$ cat config.mk
export PLATFORM = sky130hd
export DESIGN_NAME = led_pattern_sequencer
export DESIGN_NICKNAME = d
export VERILOG_FILES = /design/src/rtl/led_pattern_sequencer.sv
export SDC_FILE = /design/constraint.sdc
export NUM_CORES = 1
export LEC_CHECK = 0
export BUFFER_PORTS_ARGS = -buffer_cell sky130_fd_sc_hd__buf_2
export CORE_AREA = 2 2 67 63
export DETAILED_ROUTE_END_ITERATION = 8
export DIE_AREA = 0 0 69 65
export PLACE_DENSITY = 0.61
export SETUP_SLACK_MARGIN = 0.2
export SYNTH_ARGS = -nofsm -noshare
export SYNTH_HDL_FRONTEND = slang
export SYNTH_SLANG_ARGS = --single-unit
$ cat constraint.sdc
create_clock -name clk -period 2 [get_ports clk]
set_input_delay 0.2 -clock clk [delete_from_list [all_inputs] [get_ports clk]]
set_output_delay 0.2 -clock clk [all_outputs]
set_load 0.03 [all_outputs]
$ cat src/rtl/led_pattern_sequencer.sv
// Mode-driven LED pattern sequencer: valid/ready mode commands, tick-stepped patterns.
// Optional macro LED_SEQ_CHASE_BOUNCE_EN makes CHASE ping-pong instead of wrapping.
module led_pattern_sequencer #(
    parameter int NUM_LEDS    = 8,
    parameter int BURST_LEN   = 3,
    parameter int PAUSE_TICKS = 4
) (
    input  logic                clk,
    input  logic                rst_n,
    input  logic                tick,
    input  logic                cmd_valid,
    input  logic [2:0]          cmd_mode,
    output logic                cmd_ready,
    output logic [NUM_LEDS-1:0] leds,
    output logic [2:0]          mode
);

    localparam logic [2:0] M_OFF   = 3'd0;
    localparam logic [2:0] M_ON    = 3'd1;
    localparam logic [2:0] M_BLINK = 3'd2;
    localparam logic [2:0] M_CHASE = 3'd3;
    localparam logic [2:0] M_BURST = 3'd4;

    localparam int STEP_MAX = 2 * BURST_LEN + PAUSE_TICKS - 1;
    localparam int SW       = (STEP_MAX < 2) ? 1 : $clog2(STEP_MAX + 1);
    localparam logic [SW-1:0] STEP_LAST = SW'(STEP_MAX);
    localparam logic [SW-1:0] BLINK_END = SW'(2 * BURST_LEN);

    typedef enum logic [1:0] {IDLE, LOAD, RUN} state_t;

    state_t        state;
    logic [2:0]    pend;
    logic [SW-1:0] step;
    logic [SW-1:0] step_nxt;
    logic          burst_lit;
`ifdef LED_SEQ_CHASE_BOUNCE_EN
    logic          dir_up;
`endif

    always_comb begin
        step_nxt  = (step == STEP_LAST) ? '0 : step + 1'b1;
        burst_lit = (step_nxt < BLINK_END) && !step_nxt[0];
    end

    always_ff @(posedge clk or negedge rst_n) begin
        if (!rst_n) begin
            state     <= IDLE;
            cmd_ready <= 1'b1;
            leds      <= '0;
            mode      <= M_OFF;
            pend      <= M_OFF;
            step      <= '0;
`ifdef LED_SEQ_CHASE_BOUNCE_EN
            dir_up    <= 1'b1;
`endif
        end else begin
            case (state)
                LOAD: begin
                    state     <= RUN;
                    cmd_ready <= 1'b1;
                    mode      <= pend;
                    step      <= '0;
`ifdef LED_SEQ_CHASE_BOUNCE_EN
                    dir_up    <= 1'b1;
`endif
                    case (pend)
                        M_ON, M_BLINK, M_BURST: leds <= '1;
                        M_CHASE:                leds <= NUM_LEDS'(1);
                        default:                leds <= '0;
                    endcase
                end
                default: begin
                    // cmd_ready is high in IDLE and RUN, so cmd_valid alone is an accept;
                    // an accept takes priority and the coinciding tick is dropped.
                    if (cmd_valid) begin
                        state     <= LOAD;
                        cmd_ready <= 1'b0;
                        pend      <= (cmd_mode <= M_BURST) ? cmd_mode : M_OFF;
                    end else if (tick && state == RUN) begin
                        case (mode)
                            M_BLINK: leds <= ~leds;
                            M_CHASE: begin
`ifdef LED_SEQ_CHASE_BOUNCE_EN
                                if (dir_up) begin
                                    if (leds[NUM_LEDS-1]) begin
                                        leds   <= leds >> 1;
                                        dir_up <= 1'b0;
                                    end else begin
                                        leds   <= leds << 1;
                                    end
                                end else begin
                                    if (leds[0]) begin
                                        leds   <= leds << 1;
                                        dir_up <= 1'b1;
                                    end else begin
                                        leds   <= leds >> 1;
                                    end
                                end
`else
                                leds <= {leds[NUM_LEDS-2:0], leds[NUM_LEDS-1]};
`endif
                            end
                            M_BURST: begin
                                step <= step_nxt;
                                leds <= {NUM_LEDS{burst_lit}};
                            end
                            default: ;
                        endcase
                    end
                end
            endcase
        end
    end

endmodule
==> results_dict.tcl <==
set metrics [dict create \
    outcome "complete, no violations" \
    fin_ws_ns 0.352 \
    netlist_area_um2 1280 \
    worstSkewPairLatency_ns 0.26 \
    cts_sinks 21 \
    cts.path.max_buffers 2 \
    postCtsSetupRepairBufs 0 \
    start_util_pct 33.2 \
    ant_nets 0 \
    synth_area_leaders "dfrtp_1, nand2_1, o221ai_2, o22a_1, o21ai_0" \
    overflow 0 \
    die_w_um 69 \
    antenna_found_initial 0 \
    powerDensity_nw_per_um2 1850 \
    maxCapViolCount 0 \
    hold_path_class "in -> reg" \
    gp_congestion 0.772 \
    cp_slowest_cell "dfrtp_1" \
    top_level_ports 19 \
    netlist_instances 136 \
    worst_setup_path_end_kind "flop" \
    setup_viol 0 \
    crit_top_cell "a21oi_1" \
    grt_max_degree 22 \
    drc 0 \
    cts_tree "built" \
    firstDrtPassIters 4 \
    hold_ws_ns 0.180 \
    synth-seq-area-share_pct 41.2 \
    crit_arrival_ns 1.80 \
    finalCriticalPeriod_ns 1.65 \
    finalHoldViolCount 0 \
    p_leak_nw 0.643 \
    final_cells 205 \
    avgViaCountPerCell 5.21 \
    post-route-util_pct 38.2 \
    synth-edff-count 0 \
    die_area_um2 4490 \
    slew_violations 0 \
    placed_area_um2 1420 \
    drtIter0Drc 53 \
    rsz0062_at_grt "false" \
    port_buffers 18 \
    post-dp-hpwl_um 1980 \
    p_total_mw 2.72 \
    synth_cell_types 39 \
    synth_compound_area_share_pct 28.8 \
    cts.clk_slew.worst_paths_ns 0.07 \
    yosys_warnings 0 \
    synthTopCellsByCount "nand2_1, dfrtp_1, o21ai_0" \
    synthArstFlopShare_pct 100 \
    max_freq_ghz 0.607 \
    grt_pass1_wl_um 5060 \
    num_rows 22 \
    synth-simple-area-share_pct 20.6 \
    synth_mux_area_share_pct 0.880 \
    path_class "reg -> reg" \
    slew_headroom_pct 58.5 \
    critPathLaunchType "flop" \
    die-height_um 65 \
    wire_per_inst_um 13.7 \
    yosys.area.top_type "dfrtp_1" \
    cpPeakStageDelay_ns 0.47 \
    crit_fanout 8 \
    final_area_um2 1470 \
    cts_made_buffers 3 \
    drt_wl_total_um 2820 \
    fin_tns_setup_ns 0 \
    grt_usage_pct 14.0 \
    first_global_vias 1054 \
    tightestPinTransition_ns 0.623 \
    synth_xor_area_share_pct 1.37 \
    synth_top_family_by_area "compound AO/OA/AOI/OAI gates" \
    synthAdderAreaFrac_pct 1.96 \
    core-area_um2 3850 \
    period_share_pct 82.4 \
    synth_ff_type "dfrtp_1" \
    cp_data_required_time_ns 2.15 \
    num_vias 1068 \
    fillers 394 \
    area_growth_pct 15.0 \
    pre_cts_ws_ns 0.365 \
    drive_above_1_share_pct 24.8 \
    ir_drop_uv 472 \
    antenna_cells 0 \
    ctsHtreeMaxLevel 1 \
    root_buffer "clkbuf_8" \
    fin_skew_ns 0.00171 \
    yosysMostFrequentCell "nand2_1" \
    dp_cells 200 \
    worstPathCellList "ha_1 > nor2b_1 > a21oi_1 > o211ai_4 > a21oi_1 > o22a_1" \
    synth_top_area_share_pct 39.1 \
    fin_nets 167 \
    avgSynthCellArea_um2 9.41 \
    synthesis.nets 145 \
    synth-seq-cells 21 \
]
## final timing paths
check	cells after the start	from	to	slack, ns
hold / removal	2	cmd_valid	cmd_ready$_DFFE_PN1P_	0.18
setup / recovery	6	step[0]$_DFFE_PN0P_	leds[2]$_DFFE_PN0P_	0.35
min in group asynchronous	2	rst_n	mode[1]$_DFFE_PN0P_	0.44
hold reg to reg	2	cmd_ready$_DFFE_PN1P_	cmd_ready$_DFFE_PN1P_	0.48
setup reg to reg	6	step[0]$_DFFE_PN0P_	leds[2]$_DFFE_PN0P_	0.35
max in group asynchronous	2	rst_n	cmd_ready$_DFFE_PN1P_	1.20
## critical path: cells and delay by family, from the launching register on
kind	cells	cell delay, ns
and+or+nand+nor	1	0.15
DFF	1	0.47
adders and majority gates	1	0.25
AOI/OAI and AO/OA	4	0.67
## logic make-up (layout without fill, tap and decap cells)
| kind of cell | count (synthesis) | after routing |
|---|---|---|
| buffers and inverters | 11 | 32 |
| XOR/XNOR | 2 | 2 |
| AO/OA/AOI/OAI | 47 | 47 |
| AND/OR/NAND/NOR | 52 | 52 |
| adder cells (fa/ha/maj) | 2 | 2 |
| multiplexers | 1 | 1 |
| flip-flops | 21 | 21 |
## power by group
group / internal [mW] / total (mW) / leakage [nW] / switching [mW]
registers: 0.629 / 0.884 / 0.259 / 0.255
clock network: 0.142 / 0.278 / 0.0228 / 0.136
logic: 0.635 / 1.55 / 0.362 / 0.919
## state kept, by name, summed over array words and instances (netlist names)
register / flops
cmd_ready: 1
leds: 8
mode: 3
pend: 3
state: 2
step: 4
## placed cells by master (no fill, tap or decap), types with 2 or more instances in the layout
master     n
buf_2     18
buf_4      5
o221ai_2   5
o21ai_0   12
o22a_1     8
or2_0      2
nand2_1   25
clkbuf_8   3
inv_1      4
nand2b_1   5
nor2_1     9
o31ai_1    2
a21oi_1    9
dfrtp_1   20
nor2b_1    3
o21ai_1    2
ha_1       2
## area by class of cell
class                   instances  area (um2)  area share (%)
inverters                       4        15.0            1.02
clock buffers                   4        45.0            3.06
multi-input cells             104         687            46.7
repair buffers                 24         138            9.35
flip-flops and latches         21         527            35.8
well taps                      48        60.1            4.08
## what timing repair did
item | CTS | global route
hold buffers | 1 | 0
resized for setup | 0 | 0
endpoints found under the hold margin | 20 | 0
## routing by layer
metal | global-route usage (%) | routed length [um]
met2 | 23.2 | 1290
met1 | 18.3 | 1430
met5 | 0 | 0
met4 | 5.39 | 18
met3 | 2.33 | 86
Power figures use the tool's default switching activity.
